===== src/rtl/noobs_mem_ctrl.sv =====
// -----------------------------------------------------------------------------
// noobs_mem_ctrl
//
// Purpose:
//   Shares one single-port synchronous memory between an instruction-fetch
//   requester (read only) and a data requester (read/write). A four-state FSM
//   (IDLE -> ACCESS -> WAIT -> DONE) serves one request at a time:
//     - IDLE   : arbitrate, latch the winner's address/write/wdata.
//     - ACCESS : first memory cycle (mem_en high).
//     - WAIT   : WAIT_CYCLES further memory cycles (skipped when 0).
//     - DONE   : one-cycle ack to the winner, memory bus idle.
//   A saturating 8-bit counter records IDLE cycles in which both ports
//   requested at once.
//
// Parameters:
//   DATA_W      - data width.
//   ADDR_W      - address width.
//   WAIT_CYCLES - extra memory wait states, 0..15.
//   ARB_MODE    - 0: data port always wins a tie; 1: round-robin on ties.
//
// Ports:
//   clk, reset                 - clock, synchronous active-high reset.
//   i_req/i_addr               - fetch request (held until i_ack) and address.
//   i_ack/i_rdata              - fetch completion pulse and fetched data.
//   d_req/d_wr/d_addr/d_wdata  - data request (held until d_ack), direction,
//                                address and write data.
//   d_ack/d_rdata              - data completion pulse and read data.
//   mem_en/mem_wr/mem_addr/
//   mem_wdata/mem_rdata        - shared memory port.
//   busy                       - FSM is outside IDLE.
//   stat_clr/conflict_cnt      - clear and value of the conflict counter.
// -----------------------------------------------------------------------------
module noobs_mem_ctrl #(
    parameter int DATA_W      = 8,
    parameter int ADDR_W      = 12,
    parameter int WAIT_CYCLES = 1,
    parameter int ARB_MODE    = 0
) (
    input  logic              clk,
    input  logic              reset,
    input  logic              i_req,
    input  logic [ADDR_W-1:0] i_addr,
    output logic              i_ack,
    output logic [DATA_W-1:0] i_rdata,
    input  logic              d_req,
    input  logic              d_wr,
    input  logic [ADDR_W-1:0] d_addr,
    input  logic [DATA_W-1:0] d_wdata,
    output logic              d_ack,
    output logic [DATA_W-1:0] d_rdata,
    output logic              mem_en,
    output logic              mem_wr,
    output logic [ADDR_W-1:0] mem_addr,
    output logic [DATA_W-1:0] mem_wdata,
    input  logic [DATA_W-1:0] mem_rdata,
    output logic              busy,
    input  logic              stat_clr,
    output logic [7:0]        conflict_cnt
);

    typedef enum logic [1:0] {
        S_IDLE   = 2'd0,
        S_ACCESS = 2'd1,
        S_WAIT   = 2'd2,
        S_DONE   = 2'd3
    } state_t;

    // WAIT is entered with WAIT_CYCLES-1 and left when the counter reads 0,
    // so it lasts exactly WAIT_CYCLES cycles. Unused when WAIT_CYCLES is 0.
    localparam logic [3:0] LP_WAIT_LOAD = (WAIT_CYCLES > 0) ? 4'(WAIT_CYCLES - 1) : 4'd0;

    state_t            r_state;
    logic              r_grant_d;     // current transaction belongs to data port
    logic              r_last_d;      // last grant pointer, 1 = data
    logic [3:0]        r_wait_cnt;
    logic              r_mem_en;
    logic              r_mem_wr;
    logic [ADDR_W-1:0] r_mem_addr;
    logic [DATA_W-1:0] r_mem_wdata;
    logic              r_i_ack;
    logic              r_d_ack;
    logic [DATA_W-1:0] r_i_rdata;
    logic [DATA_W-1:0] r_d_rdata;
    logic [7:0]        r_conflict_cnt;

    logic              w_conflict;
    logic              w_grant_d;
    logic              w_last_beat;

    assign w_conflict = i_req && d_req;

    // NOTE: every signal written in an always_comb gets a default at the top,
    // so no path through the block can leave it unassigned and infer a latch.
    always_comb begin
        w_grant_d   = d_req;
        w_last_beat = 1'b0;
        if (w_conflict) begin
            // Fixed mode favours data; round-robin favours whoever was not
            // served last.
            w_grant_d = (ARB_MODE == 0) ? 1'b1 : !r_last_d;
        end
        if ((r_state == S_ACCESS && WAIT_CYCLES == 0) ||
            (r_state == S_WAIT && r_wait_cnt == 4'd0)) begin
            w_last_beat = 1'b1;
        end
    end

    // NOTE: state registers use non-blocking assignments so every register in
    // this block samples the pre-edge values, independent of statement order.
    always_ff @(posedge clk) begin
        if (reset) begin
            r_state     <= S_IDLE;
            r_grant_d   <= 1'b0;
            r_last_d    <= 1'b0;
            r_wait_cnt  <= 4'd0;
            r_mem_en    <= 1'b0;
            r_mem_wr    <= 1'b0;
            r_mem_addr  <= '0;
            r_mem_wdata <= '0;
            r_i_ack     <= 1'b0;
            r_d_ack     <= 1'b0;
            r_i_rdata   <= '0;
            r_d_rdata   <= '0;
        end else begin
            case (r_state)
                S_IDLE: begin
                    if (i_req || d_req) begin
                        // The memory bus registers double as the request latch:
                        // inputs may change freely once this edge has passed.
                        r_state   <= S_ACCESS;
                        r_mem_en  <= 1'b1;
                        r_grant_d <= w_grant_d;
                        r_last_d  <= w_grant_d;
                        if (w_grant_d) begin
                            r_mem_wr    <= d_wr;
                            r_mem_addr  <= d_addr;
                            r_mem_wdata <= d_wdata;
                        end else begin
                            r_mem_wr    <= 1'b0;
                            r_mem_addr  <= i_addr;
                            r_mem_wdata <= '0;
                        end
                    end
                end

                S_ACCESS, S_WAIT: begin
                    if (w_last_beat) begin
                        // Leaving the last mem_en cycle: capture read data,
                        // park the bus at zero and raise the winner's ack.
                        r_state     <= S_DONE;
                        r_mem_en    <= 1'b0;
                        r_mem_wr    <= 1'b0;
                        r_mem_addr  <= '0;
                        r_mem_wdata <= '0;
                        if (!r_mem_wr) begin
                            if (r_grant_d) begin
                                r_d_rdata <= mem_rdata;
                            end else begin
                                r_i_rdata <= mem_rdata;
                            end
                        end
                        if (r_grant_d) begin
                            r_d_ack <= 1'b1;
                        end else begin
                            r_i_ack <= 1'b1;
                        end
                    end else if (r_state == S_ACCESS) begin
                        r_state    <= S_WAIT;
                        r_wait_cnt <= LP_WAIT_LOAD;
                    end else begin
                        r_wait_cnt <= r_wait_cnt - 4'd1;
                    end
                end

                S_DONE: begin
                    r_i_ack <= 1'b0;
                    r_d_ack <= 1'b0;
                    r_state <= S_IDLE;
                end

                default: begin
                    r_state <= S_IDLE;
                end
            endcase
        end
    end

    // Conflict statistics: clear has priority over counting, and the count
    // sticks at 255 rather than wrapping.
    always_ff @(posedge clk) begin
        if (reset || stat_clr) begin
            r_conflict_cnt <= 8'd0;
        end else if (r_state == S_IDLE && w_conflict && r_conflict_cnt != 8'hFF) begin
            r_conflict_cnt <= r_conflict_cnt + 8'd1;
        end
    end

    assign i_ack        = r_i_ack;
    assign i_rdata      = r_i_rdata;
    assign d_ack        = r_d_ack;
    assign d_rdata      = r_d_rdata;
    assign mem_en       = r_mem_en;
    assign mem_wr       = r_mem_wr;
    assign mem_addr     = r_mem_addr;
    assign mem_wdata    = r_mem_wdata;
    assign busy         = (r_state != S_IDLE);
    assign conflict_cnt = r_conflict_cnt;

endmodule


===== config.mk =====
export PLATFORM = sky130hd
export DESIGN_NAME = noobs_mem_ctrl
export DESIGN_NICKNAME = d
export VERILOG_FILES = /design/src/rtl/noobs_mem_ctrl.sv
export SDC_FILE = /design/constraint.sdc
export NUM_CORES = 1
export LEC_CHECK = 0
export ABC_AREA = 1
export BUFFER_PORTS_ARGS = -buffer_cell sky130_fd_sc_hd__buf_2
export CORE_ASPECT_RATIO = 1.2
export CORE_MARGIN = 4
export CORE_UTILIZATION = 44
export CTS_BUF_LIST = sky130_fd_sc_hd__clkbuf_4 sky130_fd_sc_hd__clkbuf_8 sky130_fd_sc_hd__clkbuf_16
export DETAILED_ROUTE_END_ITERATION = 8
export PLACE_DENSITY = 0.81
export SLEW_MARGIN = 0
export SYNTH_ARGS = -nofsm -noshare
export SYNTH_HDL_FRONTEND = slang
export SYNTH_SLANG_ARGS = --single-unit

===== constraint.sdc =====
create_clock -name clk -period 1.5 [get_ports clk]
set_input_delay 0.225 -clock clk [delete_from_list [all_inputs] [get_ports clk]]
set_output_delay 0.225 -clock clk [all_outputs]
set_load 0.05 [all_outputs]

After elaboration in Yosys (flattened, before gate mapping)

Index checks and enable logic that the tools add are counted.

Logic and storage cells: 73
Bits of input ports: 46
Register bits after elaboration: 55

Add/sub/neg operators: 2
Equal/unequal tests: 9
Muxes and demuxes: 27
Reductions and logical operators: 20
Bitwise operators: 3

Operators with widths:

| cell                                                                | count |
|---|---|
| 12-bit two-way mux                                                  | 3 |
| 8-bit two-way mux                                                   | 3 |
| 12-bit case mux with 2 select lines                                 | 1 |
| 8-bit case mux with 2 select lines                                  | 1 |
| 1-bit two-way mux                                                   | 10 |
| 3-bit AND reduction                                                 | 3 |
| 8-bit by 1-bit adder with 8-bit output (second input constant)      | 1 |
| 2-bit != test (second input constant)                               | 4 |
| 8-bit != test (second input constant)                               | 1 |
| 1-bit case mux with 2 select lines                                  | 4 |
| 4-bit AND reduction                                                 | 2 |
| 2-bit two-way mux                                                   | 3 |
| 2-bit case mux with 3 select lines                                  | 1 |
| 2-bit AND reduction                                                 | 3 |
| 2-bit nonzero test                                                  | 3 |
| 2-bit == test (second input constant)                               | 2 |
| 1-bit logical AND                                                   | 4 |
| 4-bit zero test                                                     | 1 |
| 4-bit two-way mux                                                   | 1 |
| 4-bit by 1-bit subtractor with 4-bit output (second input constant) | 1 |
| 3-bit != test (second input constant)                               | 1 |
| 1-bit inverter                                                      | 3 |
| 2-bit by 1-bit == test with 1-bit output (second input constant)    | 1 |
| 2-bit zero test                                                     | 1 |
| other kinds (2)                                                     | 3 |

Logic depth before layout (Yosys ltp)

Gate-level depths: netlist of run 1.

Word-level depth: 5
Gate-level depth with buffers: 11
Mapped depth without buffers: 10

Worst setup path before layout of run 1

OpenSTA, ideal clock, no wires.

Path type: reg-to-reg
Start point: register r_conflict_cnt[0], in the netlist conflict_cnt[0]
End point: register r_conflict_cnt[7], in the netlist conflict_cnt[7]
Path buffers: 0
Slack: -0.192 ns
Stages on the path, launching flop included: 9
Arrival: 1.577 ns
Cell sequence: dfxtp_1 > ha_1 > nand2_1 > nor2_2 > nand2_2 > nand2_2 > nor2_1 > nor2_1 > nor2_1

Longest elaborated chain between the ends: 2
Elaborated cells between the ends (all ways): 3
Classes of those cells: 1 x add/sub; 1 x eq/ne; 1 x reduce/logical

RTL lines:

| item                                                                           | line | source |
|---|---|---|
| start: declaration                                                             | 84   | `logic [7:0] r_conflict_cnt;` |
| start signal: assignment                                                       | 194  | `r_conflict_cnt <= r_conflict_cnt + 8'd1;` |
| branches (longest 2 deep; another with 8-bit by 1-bit adder with 8-bit output) | --   |  |

Several ways; the timed one is not identified.
A chain may end at the register's enable or synchronous reset.

Worst setup path after layout of run 1

Start point: register r_state[0]
End point: register r_mem_wdata[3], in the netlist mem_wdata[3]

Longest elaborated chain between the ends: 5
Elaborated cells between the ends (all ways): 11
Classes of those cells: 4 x eq/ne; 2 x mux; 5 x reduce/logical

RTL lines:

| item                          | line     | source |
|---|---|---|
| start: declaration            | 72       | `state_t r_state;` |
| start signal: assignment      | 112      | `r_state <= S_IDLE;` |
| start signal: assignment      | 130      | `r_state <= S_ACCESS;` |
| start signal: assignment      | 150      | `r_state <= S_DONE;` |
| 2-bit == test                 | 103, 125 |  |
| 1-bit logical AND             | 103      | `(r_state == S_WAIT && r_wait_cnt == 4'd0)) begin` |
| 1-bit two-way mux             | 102      | `if ((r_state == S_ACCESS && WAIT_CYCLES == 0) \|\|` |
| 2-bit != test (no line)       | --       |  |
| 3-bit AND reduction (no line) | --       |  |
| end signal: assignment        | 137      | `r_mem_wdata <= d_wdata;` |
| end: declaration              | 79       | `logic [DATA_W-1:0] r_mem_wdata;` |

Parallel ways exist; a longest one is shown, timed or not.

==> results of run 1 <==
## registers in the layout, indices dropped and copies added (netlist names)
name	flops
i_ack	1
mem_en	1
i_rdata	8
r_wait_cnt	4
d_rdata	8
mem_wr	1
conflict_cnt	8
d_ack	1
mem_addr	12
r_state	2
r_grant_d	1
mem_wdata	8
## kinds of logic after synthesis
group / count (synthesis)
AND/OR/NAND/NOR: 220
buffers and inverters: 37
XOR/XNOR: 1
adder cells (fa/ha/maj): 6
flip-flops: 55
AO/OA/AOI/OAI: 59
## worst max-delay path: stages, from the launching register on
cell     delay [ns]
dfxtp_2        0.34
inv_2          0.06
ha_4           0.30
nor2_2         0.05
a21oi_2        0.14
buf_4          0.17
buf_6          0.14
nand3_1        0.09
nand2_1        0.10
nor2_1         0.06
## final cells by class
type                       count  area share [%]
timing repair buffer         121            21.0
multi-input combinational    288            41.1
clock buffer                   5            1.90
tap                           64            2.21
inverter                      22            2.62
sequential                    55            30.5
clock inverter                 3           0.655
## report_power, final
part	internal [W]	total, W	switching [W]
Clock	0.000338	0.000847	0.000509
Sequential	0.00181	0.00205	0.000240
Combinational	0.00171	0.00467	0.00296
Total	0.00386	0.00757	0.00371
## placed cells by master (no fill, tap or decap), types with 7 or more instances in the layout
| master | count |
|---|---|
| nand2_4 | 7 |
| a21oi_1 | 27 |
| inv_1 | 15 |
| o21ai_0 | 7 |
| nor2_1 | 70 |
| buf_2 | 93 |
| a21oi_2 | 8 |
| o21ai_1 | 9 |
| buf_4 | 17 |
| nand4_1 | 7 |
| dfxtp_1 | 49 |
| nand3_1 | 21 |
| nand2_1 | 99 |
## worst max path at each step
stage	from	cells past startpoint	slack, ns	end
floorplan	r_state[0]	9	-0.003	mem_addr[10]
global placement	r_state[0]	9	-0.007	d_rdata[6]
detailed placement	r_state[0]	9	-0.07	d_rdata[7]
CTS	r_state[1]	10	0.004	mem_addr[7]
global route	r_state[0]	9	-0.09	d_rdata[1]
finish	r_state[0]	9	-0.04	mem_wdata[3]
## metal layers
layer	vias up	part of all wire, %
met5	-	0
met3	23	6.9
met1	1333	39
li1	1445	-
met2	143	51
met4	0	2.8
## through the flow
stage | power [W] | hold slack, ns
final | 0.00757 | 0.165
after global routing | 0.00798 | 0.178
after CTS | 0.00667 | 0.170
after detailed placement | 0.00563 | 0.451
after global placement | 0.00556 | 0.445
after floorplan | 0.00466 | 0.389
## repair_timing
item                                    CTS  global route
endpoints found under the setup margin   43            46
pin swaps                                 2            13
gates cloned                              2             3
resized for setup                        19            61
buffers inserted                          0             5
==> results.tsv, run 1 <==
metric	value	unit
min_from	mem_rdata[2]	
cts_buffer_depth	2	
final_layout_size_suffix_gt1_share	36.8	%
synth-edff-count	0	
synthMuxAreaShare	0	%
fin_crit_sh	102	%
top_usage_layer	met2	
cts.clk_slew.worst_paths	0.11	ns
maxCapViolations	0	
wire_per_inst	14.5	µm
antenna_found_initial	0	
violations	setup timing	
reg2regPathDepth	9	
grt_max_degree	29	
cp_max_fo	10	
grt_overflow	0	
hold_viol	0	
die_width	77.6	µm
dp_hpwl	5150	µm
drc	0	
grt_util_met3	3.27	%
synthAdderAreaFrac	2.94	%
setup_violations	5	
finClkSkew	0.0152	ns
whs_endpoint	d_rdata[2]	
layout_min_cycle_time	1.54	ns
clock.fmax	651	MHz
worst_setup_path_start_kind	flop	
htree_levels	2	
power_leakage	1.78	nW
synth-seq-area-share	43.1	%
clock-root-buffer	clkbuf_8	
hold_buffers	0	
rows	30	
port_buffers	94	
groute.usage.overall	19.8	%
synth_top_cell_area_share	43.1	%
hold_class	input pin to flop	
dpl_cell_area	3210	µm²
synth_xor_area_share	0.343	%
num-fill-cells	476	
start_util	45.4	%
peakVddDrop	1.44	mV
reg2reg_from	r_state[0]	
grtUsageMet2	34.2	%
crit_required	1.72	ns
wl	8120	µm
max-slew-margin-rel	67.6	%
yosysTopAreaCell	dfxtp_1	
synth.area.top_cells	dfxtp_1 43%, nand2_1 16%, nor2_1 11%, a21oi_1 6.9%, nand3_1 4.3%	
io_pins	95	
r2r_setup_slack	-0.04	ns
netlist_area	2550	µm²
grt_pass1_wl	11600	µm
dieArea	7090	µm²
area.sequential	1110	µm²
timing.final.ws_setup	-0.0365	ns
fin_util	64.5	%
synth_area_per_cell	6.76	µm²
syn-num-nets	430	
synthSimpleGateAreaFrac	35.4	%
gp_congestion	0.823	
numClockSinks	55	
synth-async-reset-ratio	0	%
slew_violations	0	
yosys_warnings	0	
finalNetCount	545	
ys_types	25	
synth_compound_area_share	11.9	%
tns	-0.0975	ns
path_class	flop to flop	
via_count	2944	
place_inst	540	
syn2layout_area_growth	42.1	%
synthFlopType	dfxtp_1	
synth_top_family_by_area	simple AND/OR/NAND/NOR gates	
rsz0062_at_grt	yes	
power.density	2080	nW/µm²
clkLatencyLatePin	0.32	ns
drt-pass1-iter-count	5	
synth_commonest_cells	107 x nand2_1, 73 x nor2_1, 55 x dfxtp_1	
cts_buffers	5	
end_kind	flop	
drt-initial-drc-count	159	
grt_pass1_vias	2566	
cts_tree	built	
stdcell_count	558	
final_antenna_net_count	0	
multiInputGateArea	1490	µm²
diodes	0	
syn_inst	378	
synth-seq-cells	55	
core	5630	µm²
dp_worst_setup_slack	-0.0719	ns
status	finished, violations left	
vias_per_cell	5.28	
grt_use_met1	24.6	%
fp.dieH	91.5	µm
rr_endpoint	mem_wdata[3]	
synth.most_common_cell	nand2_1	
worstMarginPinSlew	0.483	ns
hold_depth	3	
arrival	1.75	ns
stdcell_area	3630	µm²
Note: power is estimated with default switching activity, not from simulation.
==> run 2: changes to the inputs <==
ABC_AREA = unset   (was 1)
CORE_UTILIZATION = 43   (was 44)
SETUP_SLACK_MARGIN = 0.1   (was unset)
==> run 2 against run 1 <==
Net effect:
- highest routed layer unchanged
- hold slack lost 0.020 ns
- first-iteration DRC count shrank 21%
- largest cell class unchanged
- largest power group unchanged
- routed wire length shrank 13%
- global-route usage shrank 1.5 points
- total power shrank 13%
- sequential power shrank 8%
- the run still ends with setup timing left
- clock skew shrank 0.012 ns
- clock-buffer cell count is the same
- final cell count shrank 20%
==> results.tsv, run 2 <==
metric	value	unit
dp_hpwl	4540	µm
power.total	0.00660	W
hold_class	input pin to flop	
arrival	1.94	ns
crit_required	1.68	ns
largest_register_ffs	12	
synth-seq-cells	55	
synth-seq-area-share	46.3	%
clock-root-buffer	clkbuf_8	
synth.area.top_cells	dfxtp_1 46%, nor2_1 8.0%, mux2i_1 8.0%, a22oi_1 6.6%, mux2_2 4.3%	
dieArea	6790	µm²
cp_max_fo	5	
grt_pass1_wl	10100	µm
yosysTopAreaCell	dfxtp_1	
start_util	44.6	%
diodes	0	
antenna_found_initial	0	
final_common_cell	buf_2	
wl	7040	µm
core	5330	µm²
status	finished, violations left	
worst_setup_path_start_kind	flop	
hold_viol	0	
io_pins	95	
path_cells	inv_4 -> ha_4 -> nor3b_4 -> buf_6 -> o22ai_1 -> a221oi_2 -> nor2_1	
synth-async-reset-ratio	0	%
synth_top_cell_area_share	46.3	%
grt_overflow	0	
max-slew-margin-rel	66.8	%
htree_levels	2	
syn_inst	248	
crit_family	simple AND/OR/NAND/NOR gates	
drt-pass1-iter-count	4	
path_class	flop to flop	
via_count	2369	
end_kind	flop	
synth-edff-count	0	
groute.usage.overall	18.2	%
netlist_area	2380	µm²
synth_area_per_cell	9.60	µm²
critPathBufInv	2	
setup_violations	46	
fp.dieH	89.5	µm
syn2layout_area_growth	51.7	%
vias_per_cell	5.31	
worstMarginPinSlew	0.498	ns
final_cell_mix	93 x buf_2, 50 x nor2_1, 45 x dfxtp_1, 31 x buf_4	
timing.final.ws_setup	-0.259	ns
cts_buffer_depth	2	
syn-num-nets	300	
power.density	1830	nW/µm²
finalNetCount	435	
drt-initial-drc-count	126	
maxCapViolations	0	
power_leakage	1.67	nW
fin_crit_sh	117	%
finClkSkew	0.00302	ns
dp_worst_setup_slack	-0.258	ns
drc	0	
port_buffers	94	
layout_min_cycle_time	1.76	ns
fin_util	67.7	%
final_antenna_net_count	0	
wire_per_inst	15.8	µm
synth_commonest_cells	55 x dfxtp_1, 51 x nor2_1, 21 x a22oi_1	
cp_slowest_stage_delay	0.37	ns
ys_types	43	
clkLatencyLatePin	0.31	ns
tns	-7.44	ns
grt_pass1_vias	2171	
violations	setup timing	
stdcell_count	446	
cts.clk_slew.worst_paths	0.10	ns
gp_congestion	0.814	
grt_max_degree	49	
slew_violations	0	
rsz0062_at_grt	yes	
peakVddDrop	1.31	mV
num-fill-cells	409	
final_layout_size_suffix_gt1_share	52.6	%
rows	29	
yosys_warnings	0	
cts_tree	built	
synthFlopType	dfxtp_1	
cts_buffers	5	
multiInputGateArea	1420	µm²
place_inst	416	
cp_slowest_cell	dfxtp_4	
synth.most_common_cell	dfxtp_1	
clock.fmax	568	MHz
area.sequential	1120	µm²
die_width	75.9	µm
numClockSinks	55	
## run 2: area by class of cell
type | instances | share of cell area (%)
well taps | 62 | 2.15
repair buffers | 138 | 24.2
clock inverters | 3 | 0.520
flip-flops and latches | 55 | 31.1
inverters | 7 | 0.867
multi-input cells | 176 | 39.3
clock buffers | 5 | 1.91
## run 2: worst paths after layout
check | from | endpoint | slack, ns | depth (start not counted)
max | r_state[1] | r_state[0] | -0.26 | 7
min | d_wdata[6] | mem_wdata[6] | 0.15 | 3
max reg2reg | r_state[1] | r_state[0] | -0.26 | 7
min reg2reg | conflict_cnt[6] | conflict_cnt[6] | 0.47 | 1
## run 2: tightest hold or removal path, cell delays in order
cell and delay, ns:
buf_2 0.08, a22oi_1 0.05, nor2_1 0.07
## run 2: metrics by stage
stage               instance area, µm²  hold slack, ns
finish                            3610           0.145
global route                      3610           0.139
CTS                               3390           0.142
detailed placement                3120           0.455
floorplan                         2460           0.369
global placement                  3120           0.438
## run 2: cells by family (layout without fill, tap and decap cells)
family                   count (synthesis)  in the layout  share of synthesized area (%)
AO/OA/AOI/OAI                           49             51                           14.6
XOR/XNOR                                 3              3                           1.10
adder cells (fa/ha/maj)                  6              6                           3.15
buffers and inverters                   19            153                           4.21
flip-flops                              55             55                           46.3
multiplexers                            28             28                           12.3
AND/OR/NAND/NOR                         88             88                           18.4
## run 2: what timing repair did
item / CTS / global route
buffers inserted: 10 / 13
resized for setup: 28 / 25
pin swaps: 14 / 18
setup endpoints to repair: 49 / 53
hold buffers: 0 / 0
gates cloned: 0 / 2
## run 2: power by group
part / leakage (nW) / switching, W / internal, W
sequential: 0.453 / 0.000168 / 0.00172
clock: 0.0445 / 0.000491 / 0.000327
combinational: 1.17 / 0.00228 / 0.00162
## run 2: per-layer routing
layer | track usage [%] | routed length [µm] | vias to the layer above
met5 | 0 | 0 | -
met4 | 7.28 | 86 | 0
met3 | 4.54 | 372 | 6
met2 | 32.1 | 3810 | 66
met1 | 21.4 | 2770 | 1138
li1 | - | - | 1159
